**config.mk**
```make
export PLATFORM = sky130hd
export DESIGN_NAME = hazard_unit_flat
export DESIGN_NICKNAME = d
export VERILOG_FILES = /design/src/rtl/hazard_unit_pkg.sv /design/src/rtl/hazard_unit_if.sv /design/src/rtl/hazard_unit_muldiv_tracker.sv /design/src/rtl/hazard_unit.sv /design/src/flat_wrapper.sv
export SDC_FILE = /design/constraint.sdc
export NUM_CORES = 1
export LEC_CHECK = 0
export ABC_CLOCK_PERIOD_IN_PS = 3000
export CAP_MARGIN = 20
export CELL_PAD_IN_SITES_DETAIL_PLACEMENT = 1
export CELL_PAD_IN_SITES_GLOBAL_PLACEMENT = 1
export CORE_MARGIN = 1
export CORE_UTILIZATION = 30
export CTS_CLUSTER_DIAMETER = 100
export DETAILED_ROUTE_END_ITERATION = 16
export GPL_TIMING_DRIVEN = 0
export HOLD_SLACK_MARGIN = 0.03
export PLACE_DENSITY_LB_ADDON = 0.05
export SLEW_MARGIN = 30
export SYNTH_ARGS = -nofsm -noshare
export SYNTH_HDL_FRONTEND = slang
export SYNTH_HIERARCHICAL = 1
export SYNTH_SLANG_ARGS = --single-unit
export TNS_END_PERCENT = 1
```
**constraint.sdc**
```tcl
create_clock -name clk -period 3 [get_ports clk]
set_clock_uncertainty 0.15 [all_clocks]
set_input_delay 0.3 -clock clk [delete_from_list [all_inputs] [get_ports clk]]
set_output_delay 0.3 -clock clk [all_outputs]
set_load 0.02 [all_outputs]
```
**src/rtl/hazard_unit_pkg.sv**
```systemverilog
// Shared definitions for the pipeline hazard unit: stage indices, the
// stage-vector type, the mul/div tracker state encoding and a helper that
// turns a flush vector into the set of stages it kills.
package hazard_unit_pkg;

  localparam int STG_IF  = 0;
  localparam int STG_ID  = 1;
  localparam int STG_EX  = 2;
  localparam int STG_MEM = 3;
  localparam int STG_WB  = 4;
  localparam int STG_N   = 5;

  typedef logic [STG_N-1:0] stg_vec_t;

  // Wide enough for the largest legal MULDIV_CYCLES (255).
  localparam int MD_CNT_W = 8;

  typedef enum logic [1:0] {
    MD_IDLE = 2'd0,
    MD_BUSY = 2'd1,
    MD_DONE = 2'd2
  } md_state_t;

  // A flush of stage k kills every stage from IF up to and including k, so
  // the mask has bit j set whenever some flush[k] with k >= j is set.
  function automatic stg_vec_t flush_kill_mask(stg_vec_t flush);
    stg_vec_t mask;
    mask = '0;
    for (int k = 0; k < STG_N; k++) begin
      if (flush[k]) begin
        for (int j = 0; j <= k; j++) begin
          mask[j] = 1'b1;
        end
      end
    end
    return mask;
  endfunction

endpackage

```
**src/rtl/hazard_unit_if.sv**
```systemverilog
// Bundle between the pipeline and the hazard unit: per-stage status going in,
// stall/flush/extend request vectors and the mul/div busy flag coming out.
interface hazard_unit_if #(
  parameter int REG_W = 5
);
  import hazard_unit_pkg::*;

  logic             id_valid;
  logic [REG_W-1:0] id_rs;
  logic [REG_W-1:0] id_rt;
  logic             id_uses_rt;
  logic             ex_valid;
  logic             ex_is_load;
  logic [REG_W-1:0] ex_dest;
  logic             ex_redirect;
  logic             ex_muldiv;
  logic             mem_valid;
  logic             mem_access;
  logic             mem_ready;
  logic             mem_exc;
  stg_vec_t         stall;
  stg_vec_t         flush;
  stg_vec_t         extend;
  logic             md_busy;

  // Pipeline side: reports stage contents, consumes the request vectors.
  modport master (
    output id_valid, id_rs, id_rt, id_uses_rt,
    output ex_valid, ex_is_load, ex_dest, ex_redirect, ex_muldiv,
    output mem_valid, mem_access, mem_ready, mem_exc,
    input  stall, flush, extend, md_busy
  );

  // Hazard unit side.
  modport slave (
    input  id_valid, id_rs, id_rt, id_uses_rt,
    input  ex_valid, ex_is_load, ex_dest, ex_redirect, ex_muldiv,
    input  mem_valid, mem_access, mem_ready, mem_exc,
    output stall, flush, extend, md_busy
  );

endinterface

```
**src/rtl/hazard_unit_muldiv_tracker.sv**
```systemverilog
// Tracks how long a mul/div op has occupied EX. IDLE sees the op arrive,
// BUSY counts down the remaining extension cycles, DONE is the final EX cycle
// and waits there until MEM lets EX advance.
module muldiv_tracker
  import hazard_unit_pkg::*;
#(
  parameter int MULDIV_CYCLES = 32
) (
  input  logic clk,
  input  logic rst,
  input  logic start,    // mul/div present in EX
  input  logic advance,  // EX hands its instruction on this cycle
  input  logic kill,     // MEM exception flushes EX
  output logic ext_req,  // hold EX for another cycle
  output logic busy
);

  // BUSY spans MULDIV_CYCLES-2 cycles; the IDLE arrival cycle and the DONE
  // cycle make up the rest of the occupancy.
  localparam logic [MD_CNT_W-1:0] CNT_LOAD = MD_CNT_W'(MULDIV_CYCLES - 2);
  localparam logic [MD_CNT_W-1:0] CNT_ONE  = MD_CNT_W'(1);
  // A two-cycle op has no BUSY phase at all.
  localparam md_state_t START_STATE = (MULDIV_CYCLES == 2) ? MD_DONE : MD_BUSY;

  md_state_t           state_q, state_d;
  logic [MD_CNT_W-1:0] cnt_q, cnt_d;

  // State and counter registers.
  always_ff @(posedge clk or negedge rst) begin
    if (!rst) begin
      state_q <= MD_IDLE;
      cnt_q   <= '0;
    end else begin
      // NOTE: registers take non-blocking assignments so every flop samples
      // the pre-edge value of every other flop regardless of block order.
      state_q <= state_d;
      cnt_q   <= cnt_d;
    end
  end

  // Next-state, counter update and extension request.
  always_comb begin
    // NOTE: every output of this block gets a default before the case, so no
    // path leaves a signal unassigned and no latch is inferred.
    state_d = state_q;
    cnt_d   = cnt_q;
    ext_req = 1'b0;
    busy    = 1'b0;
    unique case (state_q)
      MD_IDLE: begin
        ext_req = start;
        if (start) begin
          state_d = START_STATE;
          cnt_d   = CNT_LOAD;
        end
      end
      MD_BUSY: begin
        ext_req = 1'b1;
        busy    = 1'b1;
        // Counts through MEM wait-states too: the op keeps computing.
        cnt_d   = cnt_q - CNT_ONE;
        if (cnt_q <= CNT_ONE) begin
          state_d = MD_DONE;
        end
      end
      MD_DONE: begin
        if (advance) begin
          state_d = MD_IDLE;
        end
      end
      default: begin
        state_d = MD_IDLE;
        cnt_d   = '0;
      end
    endcase
    // An exception in MEM wipes out the op in EX whatever phase it was in.
    if (kill) begin
      state_d = MD_IDLE;
      cnt_d   = '0;
    end
  end

endmodule

```
**src/rtl/hazard_unit.sv**
```systemverilog
// Per-cycle hazard detection for the 5-stage pipeline. All request vectors
// are combinational from the current stage contents plus the mul/div tracker
// state; a flush of stage k suppresses every stall/extend at or below k.
module hazard_unit
  import hazard_unit_pkg::*;
#(
  parameter int MULDIV_CYCLES = 32,
  parameter int REG_W         = 5
) (
  input  logic          clk,
  input  logic          rst,
  hazard_unit_if.slave  hz
);

  logic     load_use;
  logic     redirect;
  logic     exc;
  logic     mem_ext;
  logic     md_ext;
  logic     md_busy_w;
  stg_vec_t flush_v;
  stg_vec_t kill_mask;
  stg_vec_t stall_v;
  stg_vec_t extend_v;

  // Load in EX feeding a source of ID; register 0 is hardwired and never hazards.
  assign load_use = hz.id_valid & hz.ex_valid & hz.ex_is_load &
                    (hz.ex_dest != REG_W'(0)) &
                    ((hz.ex_dest == hz.id_rs) |
                     (hz.id_uses_rt & (hz.ex_dest == hz.id_rt)));

  assign redirect = hz.ex_valid & hz.ex_redirect;
  assign exc      = hz.mem_valid & hz.mem_exc;

  // MEM wait-state. Only an exception flush reaches stage 3, so masking the
  // MEM extend needs nothing beyond the exception itself; keeping it scalar
  // also keeps the tracker's advance input free of the full vector.
  assign mem_ext  = hz.mem_valid & hz.mem_access & ~hz.mem_ready & ~hz.mem_exc;

  muldiv_tracker #(
    .MULDIV_CYCLES (MULDIV_CYCLES)
  ) u_muldiv_tracker (
    .clk     (clk),
    .rst     (rst),
    .start   (hz.ex_valid & hz.ex_muldiv),
    .advance (~mem_ext),
    .kill    (exc),
    .ext_req (md_ext),
    .busy    (md_busy_w)
  );

  // Assemble raw requests and apply flush priority.
  always_comb begin
    flush_v          = '0;
    flush_v[STG_ID]  = redirect;
    flush_v[STG_MEM] = exc;
    kill_mask        = flush_kill_mask(flush_v);

    stall_v          = '0;
    stall_v[STG_ID]  = load_use;
    stall_v          = stall_v & ~kill_mask;

    extend_v          = '0;
    extend_v[STG_EX]  = md_ext;
    extend_v[STG_MEM] = mem_ext;
    extend_v          = extend_v & ~kill_mask;
  end

  // Outputs are forced quiet for as long as reset is held, not just at the edge.
  assign hz.stall   = rst ? stall_v  : '0;
  assign hz.flush   = rst ? flush_v  : '0;
  assign hz.extend  = rst ? extend_v : '0;
  assign hz.md_busy = rst & md_busy_w;

endmodule
```
**src/flat_wrapper.sv**
```systemverilog
// flat-port wrapper written by rule: the top's interface ports become plain ports
module hazard_unit_flat import hazard_unit_pkg::*;
#(
  parameter int MULDIV_CYCLES = 32,
  parameter int REG_W         = 5
)
  (clk, rst, hz_id_valid, hz_id_rs, hz_id_rt, hz_id_uses_rt, hz_ex_valid, hz_ex_is_load, hz_ex_dest, hz_ex_redirect, hz_ex_muldiv, hz_mem_valid, hz_mem_access, hz_mem_ready, hz_mem_exc, hz_stall, hz_flush, hz_extend, hz_md_busy);
  hazard_unit_if #(.REG_W(REG_W)) hz_i ();
  input  logic clk;
  input  logic rst;
  input wire logic [$bits(hz_i.id_valid)-1:0] hz_id_valid;
  input wire logic [$bits(hz_i.id_rs)-1:0] hz_id_rs;
  input wire logic [$bits(hz_i.id_rt)-1:0] hz_id_rt;
  input wire logic [$bits(hz_i.id_uses_rt)-1:0] hz_id_uses_rt;
  input wire logic [$bits(hz_i.ex_valid)-1:0] hz_ex_valid;
  input wire logic [$bits(hz_i.ex_is_load)-1:0] hz_ex_is_load;
  input wire logic [$bits(hz_i.ex_dest)-1:0] hz_ex_dest;
  input wire logic [$bits(hz_i.ex_redirect)-1:0] hz_ex_redirect;
  input wire logic [$bits(hz_i.ex_muldiv)-1:0] hz_ex_muldiv;
  input wire logic [$bits(hz_i.mem_valid)-1:0] hz_mem_valid;
  input wire logic [$bits(hz_i.mem_access)-1:0] hz_mem_access;
  input wire logic [$bits(hz_i.mem_ready)-1:0] hz_mem_ready;
  input wire logic [$bits(hz_i.mem_exc)-1:0] hz_mem_exc;
  output wire logic [$bits(hz_i.stall)-1:0] hz_stall;
  output wire logic [$bits(hz_i.flush)-1:0] hz_flush;
  output wire logic [$bits(hz_i.extend)-1:0] hz_extend;
  output wire logic [$bits(hz_i.md_busy)-1:0] hz_md_busy;
  assign hz_i.id_valid = hz_id_valid;
  assign hz_i.id_rs = hz_id_rs;
  assign hz_i.id_rt = hz_id_rt;
  assign hz_i.id_uses_rt = hz_id_uses_rt;
  assign hz_i.ex_valid = hz_ex_valid;
  assign hz_i.ex_is_load = hz_ex_is_load;
  assign hz_i.ex_dest = hz_ex_dest;
  assign hz_i.ex_redirect = hz_ex_redirect;
  assign hz_i.ex_muldiv = hz_ex_muldiv;
  assign hz_i.mem_valid = hz_mem_valid;
  assign hz_i.mem_access = hz_mem_access;
  assign hz_i.mem_ready = hz_mem_ready;
  assign hz_i.mem_exc = hz_mem_exc;
  assign hz_stall = hz_i.stall;
  assign hz_flush = hz_i.flush;
  assign hz_extend = hz_i.extend;
  assign hz_md_busy = hz_i.md_busy;
  hazard_unit #(.MULDIV_CYCLES(MULDIV_CYCLES), .REG_W(REG_W)) u_core (.clk(clk), .rst(rst), .hz(hz_i));
endmodule
```
### Word level (Yosys, flattened, before mapping)

Cells that the tools add are included.

* bits in registers: 10
* input bits: 27
* output and inout bits: 16
* word-level logic and storage cells: 49

* add/subtract/negate cells: 1
* magnitude comparators: 1
* equality and inequality tests: 8
* multiplexer cells: 15
* bitwise logic cells: 18
* reduce and logical (&&, ||, !) cells: 4

Operator list (number)
* 8-bit one-hot mux with 3 select lines: 1
* 8-bit two-way mux: 2
* 1-bit AND: 12
* 5-bit == test: 2
* 2-bit two-way mux: 5
* 5-bit two-way mux: 2
* 3-bit by 2-bit inequality test with 1-bit output, second input constant: 3
* 8-bit by 1-bit <= comparator with 1-bit output, second input constant: 1
* 4-bit two-way mux: 2
* 8-bit by 1-bit subtractor with 8-bit output, second input constant: 1
* 2-bit one-hot mux with 3 select lines: 1
* 2-bit by 5-bit AND with 5-bit output: 1
* 4-bit by 5-bit AND with 5-bit output: 1
* 4-bit NOT with 5-bit output: 1
* 5-bit nonzero test: 1
* 3-bit AND reduction: 1
* 2-bit by 1-bit == test with 1-bit output, second input constant: 1
* 2-bit == test, second input constant: 1
* 2-bit zero test: 1
* 2-bit by 1-bit inequality test with 1-bit output, second input constant: 1
* 1-bit NOT: 2
* 1-bit one-hot mux with 2 select lines: 1
* 2-bit AND reduction: 1
* 1-bit two-way mux: 1
* 1-bit OR: 1

### Logic depth before layout (Yosys ltp)

Gate-level depths: netlist of the first run.

* depth after elaboration: 6
* mapped depth: 5
* depth with buffers taken out: 5

### By module

Netlist of the first run, hierarchy kept.

Modules (own cells, without submodules)
* muldiv_tracker: times used 1, cells an instance 66, area each 615.6 sq um, sequential area each 250.2 sq um
* hazard_unit: times used 1, cells an instance 40, area each 282.8 sq um, sequential area each 0.0 sq um

### Worst setup path after synthesis of the first run

Ideal clock, no wire load.

* path type: input to register
* start: in hz_mem_valid
* end: reg u_core.u_muldiv_tracker.cnt_q[7]
* setup time: 0.087 ns
* data arrival time: 1.563 ns
* required time: 2.763 ns
* slack: 1.201 ns
* stages on the path: 5
* path buffers: 1
* path through: and2_1 buf_2 or3b_1 or4_1 o211ai_1

* word-level cells in the longest chain between the ends: 3
* elaborated cells between the ends (all ways): 5
* those cells by class: eq/ne: 2; mux: 1; bitwise: 1; reduce/logical: 1

RTL lines
* from (decl): RTL line flat_wrapper.sv:20 `input wire logic [$bits(hz_i.mem_valid)-1:0] hz_mem_valid;`
* 1-bit AND (*): RTL line hazard_unit.sv:33 `assign exc = hz.mem_valid & hz.mem_exc;`
* 3-bit by 2-bit inequality test with 1-bit output (no line) or 2-bit by 1-bit inequality test with 1-bit output (tied branches)
* 2-bit AND reduction (no line)
* to (signal assigned): RTL line hazard_unit_muldiv_tracker.sv:37 `cnt_q <= cnt_d;`
* to (decl): RTL line hazard_unit_muldiv_tracker.sv:26 `logic [MD_CNT_W-1:0] cnt_q, cnt_d;`

Mark *: on every way between the ends. The rest lies on a longest branch, timed or not.
A chain may end at the register's enable or synchronous reset.

### Worst setup path after layout of the first run

* start: in rst
* end: out hz_stall[1]

* word-level cells in the longest chain between the ends: 1

RTL lines
* from (decl): RTL line flat_wrapper.sv:10 `input logic rst;`
* 5-bit two-way mux: RTL line hazard_unit.sv:70 `assign hz.stall = rst ? stall_v : '0;`
* to (decl): RTL line flat_wrapper.sv:24 `output wire logic [$bits(hz_i.stall)-1:0] hz_stall;`

No other way between the ends.

==> out/summary.json, run 1 <==
{
  "grt": {
    "maximum_number_of_pins_on_one_net_before_global_route_repair": 17,
    "grt_first_pass_wirelength_um": 4146,
    "global_route.overflow_total": 0,
    "global_route.usage.total_pct": 16.72,
    "grt_antenna_before_repair": 0,
    "first_global_vias": 937
  },
  "power_and_ir_drop": {
    "leakage_power_figure_nw": 0.5634,
    "power.density_nw_per_um2": 559.8,
    "peakVddDrop_v": 0.0001478,
    "finalPower_w": 0.0007348
  },
  "timing": {
    "worst_slack_ps": 320.4,
    "relSlewSlack_pct": 53.99,
    "report.final.setup_viol": 0,
    "final_min_period_over_clock_period_pct": 89.32,
    "maxSlewViolCount": 0,
    "worst_hold_slack_ps": 25.37,
    "max_slew.worst_pin.slew_ps": 688.6,
    "post_layout_minimum_cycle_time_ps": 2680,
    "clock.fmax_mhz": 373.2,
    "grt_setup_unrepaired": "false",
    "hold_viol_final": 0
  },
  "detailed_routing": {
    "first_pass_iteration_count_of_the_detailed_router": 10,
    "route.final.wire_length_um": 2441,
    "routed_via_density": 5.055,
    "initialDrtViolationCount": 16,
    "route.vias.total": 915,
    "drt-wirelength-per-cell_um": 13.49,
    "number_of_design_rule_violations_left_after_detail_routing": 2,
    "remaining_antenna_violation_count_after_routing": 0
  },
  "clocking": {
    "cts_tree": "built",
    "clock_sink_count": 10,
    "clock_path_buffers": 2,
    "clkSlewWorstSetupHoldPaths_ps": 60,
    "cts-root-buf": "sky130_fd_sc_hd__clkbuf_4",
    "cts_hold_buffers": 0,
    "clkLatencyLatePin_ps": 260,
    "cts.htree.levels": 1,
    "cts_setup_buffers": 0,
    "cts_buffers": 3
  },
  "layout": {
    "finish.net_count": 181,
    "layout_common_cells": "sky130_fd_sc_hd__clkdlybuf4s50_1, sky130_fd_sc_hd__buf_4, sky130_fd_sc_hd__conb_1, sky130_fd_sc_hd__dfrtp_1",
    "post_route_cells_drive_above_1_share_pct": 12.00,
    "final_cell_area_sq_um": 1313,
    "instances_no_fill": 181,
    "antennaDiodeCount": 0,
    "filler_cell_count": 330,
    "layout-area-overhead-vs-synth_pct": 46.10,
    "layout.cells.most_common": "sky130_fd_sc_hd__clkdlybuf4s50_1"
  },
  "critical_path": {
    "cpLargestDelayFamily": "buffers and inverters",
    "rr_endpoint": "u_core/u_muldiv_tracker/state_q[0]",
    "cpMaxStageDelayCell": "sky130_fd_sc_hd__clkdlybuf4s50_1",
    "end_kind": "output port",
    "startpoint_type": "input port",
    "timing.setup.critical_path_class": "input port to output port",
    "crit_path_start": "rst",
    "worst-r2r-setup-slack_ps": 1150,
    "cp_cell_sequence": "dlygate4sd2_1, nand3_1, nor4b_1, o21ai_1, a21oi_1, clkdlybuf4s50_1",
    "cp.required_ps": 2550,
    "worst_r2r_path_depth": 3,
    "critPathMaxStageDelay_ps": 630,
    "worst-path-max-fanout": 16,
    "critPathArrivalTime_ps": 2230,
    "critical_path.reg2reg.startpoint": "u_core/u_muldiv_tracker/cnt_q[2]",
    "cp.buffers_inverters": 2
  },
  "logic_synthesis": {
    "synth_enable_flop_cells": 0,
    "syn-instance-count": 106,
    "synthesis.area_per_instance_sq_um": 8.475,
    "async_flop_share_pct": 100.0,
    "yosys_most_used_dff": "sky130_fd_sc_hd__dfrtp_1",
    "synthTopCellsByArea": "sky130_fd_sc_hd__dfrtp_1, sky130_fd_sc_hd__buf_4, sky130_fd_sc_hd__xor2_1, sky130_fd_sc_hd__nor2b_1, sky130_fd_sc_hd__o211ai_1",
    "synth-seq-area-share_pct": 27.86,
    "yosysWarnings": 6,
    "mapped_cell_area_sq_um": 898.4,
    "ys_types": 42,
    "ys_ff_latch": 10,
    "post-synth-top-area-cell": "sky130_fd_sc_hd__dfrtp_1",
    "synth.top_cell.area_share_pct": 27.86
  },
  "placement": {
    "placed_cells_incl_taps": 178,
    "total_half_perimeter_wirelength_after_legalization_and_detailed_placement_um": 2028,
    "pre_cts_ws_ps": -4.436,
    "placed_area_sq_um": 1291,
    "gp_routability_congestion": 0.7715,
    "io_buffer_count": 32
  },
  "floorplanning": {
    "die-area_sq_um": 3217,
    "rows": 19,
    "floorplan.initialDensity_pct": 32.02,
    "core_box_area_sq_um": 2805,
    "floorplan.die.height_um": 56.72,
    "boundaryPins": 43,
    "die_w_um": 56.72
  },
  "run_status": {
    "status": "finished with violations",
    "violations_in_the_final_reports": "design-rule violations"
  },
  "job": {
    "max_cap_viol_count": 0
  },
  "hold_path": {
    "min-delay-path-class": "input port to asynchronous set/reset pin"
  }
}
-- synthesized netlist by cell type (all sizes together), types with 3 or more instances --
cell type	count
xor2	7
xnor2	3
and2	3
buf	11
dfrtp	10
o21ai	4
nor2b	5
nor3	3
o211ai	4
nand3	3
nor2	7
or4	4
inv	6
-- repair_timing --
item	in CTS	in global routing
resized for setup	1	0
endpoints found under the hold margin	0	0
setup endpoints to repair	1	0
-- worst max path at each step --
stage,to,slack (ps),cells after the start
after CTS,hz_stall[1],250,6
after global placement,hz_stall[1],10,6
final,hz_stall[1],320,6
after global routing,hz_stall[1],80,6
after floorplan,u_core/u_muldiv_tracker/cnt_q[7],1200,5
after detailed placement,hz_stall[1],-4,6
-- logic make-up (layout without fill, tap and decap cells) --
| kind of cell | Yosys count | count (layout) | share of synthesized area, % |
|---|---|---|---|
| fa+ha+maj | 2 | 2 | 2.785 |
| flops | 10 | 10 | 27.86 |
| simple gates | 42 | 42 | 29.53 |
| buf+inv | 19 | 54 | 12.26 |
| xor+xnor | 10 | 10 | 9.750 |
| other cells | 1 | 10 | 0.4174 |
| mux | 1 | 1 | 1.114 |
| compound gates | 21 | 21 | 16.30 |
-- sequential cells by signal, summed over array words and instances, names as in the netlist --
register / cells
u_core/u_muldiv_tracker/state_q: 2
u_core/u_muldiv_tracker/cnt_q: 8
-- through the flow --
| stage | TNS [ps] | utilization [%] |
|---|---|---|
| floorplan | 0 | - |
| global placement | 0 | 46.03 |
| detailed placement | -4.436 | 46.03 |
| CTS | 0 | 46.79 |
| global route | 0 | 46.79 |
| finish | 0 | 46.79 |
-- final cells by class --
class / count / area, sq um / area share, %
inverters: 6 / 22.52 / 1.716
multi-input cells: 86 / 571.8 / 43.57
repair buffers: 32 / 319.1 / 24.31
plain buffers: 13 / 87.58 / 6.673
clock buffers: 3 / 22.52 / 1.716
well taps: 31 / 38.79 / 2.955
flip-flops and latches: 10 / 250.2 / 19.07
-- routing by layer --
metal	part of all wire [%]	global-route usage [%]	routed length, um
met5	0	0	0
met4	1.1	6.429	27
met3	8.5	5.069	208
met2	49	29.76	1189
met1	42	18.42	1015
-- power by group --
part	internal [W]	total, W	switching, W
combinational	0.000188	0.000386	0.000198
clock	0.0000463	0.0000907	0.0000445
sequential	0.000189	0.000258	0.0000693
total	0.000423	0.000735	0.000312
Power figures use the tool's default switching activity.
==> run 2: changes to the inputs <==
GPL_ROUTABILITY_DRIVEN = 0   (was unset)
==> results of run 2 <==
No change in the layout: final DEF, timing and power equal those of run 1.
==> run 3: changes to the inputs <==
CTS_CLUSTER_SIZE = 16   (was unset)
==> results of run 3 <==
No change in the layout: final DEF, timing and power equal those of run 1.
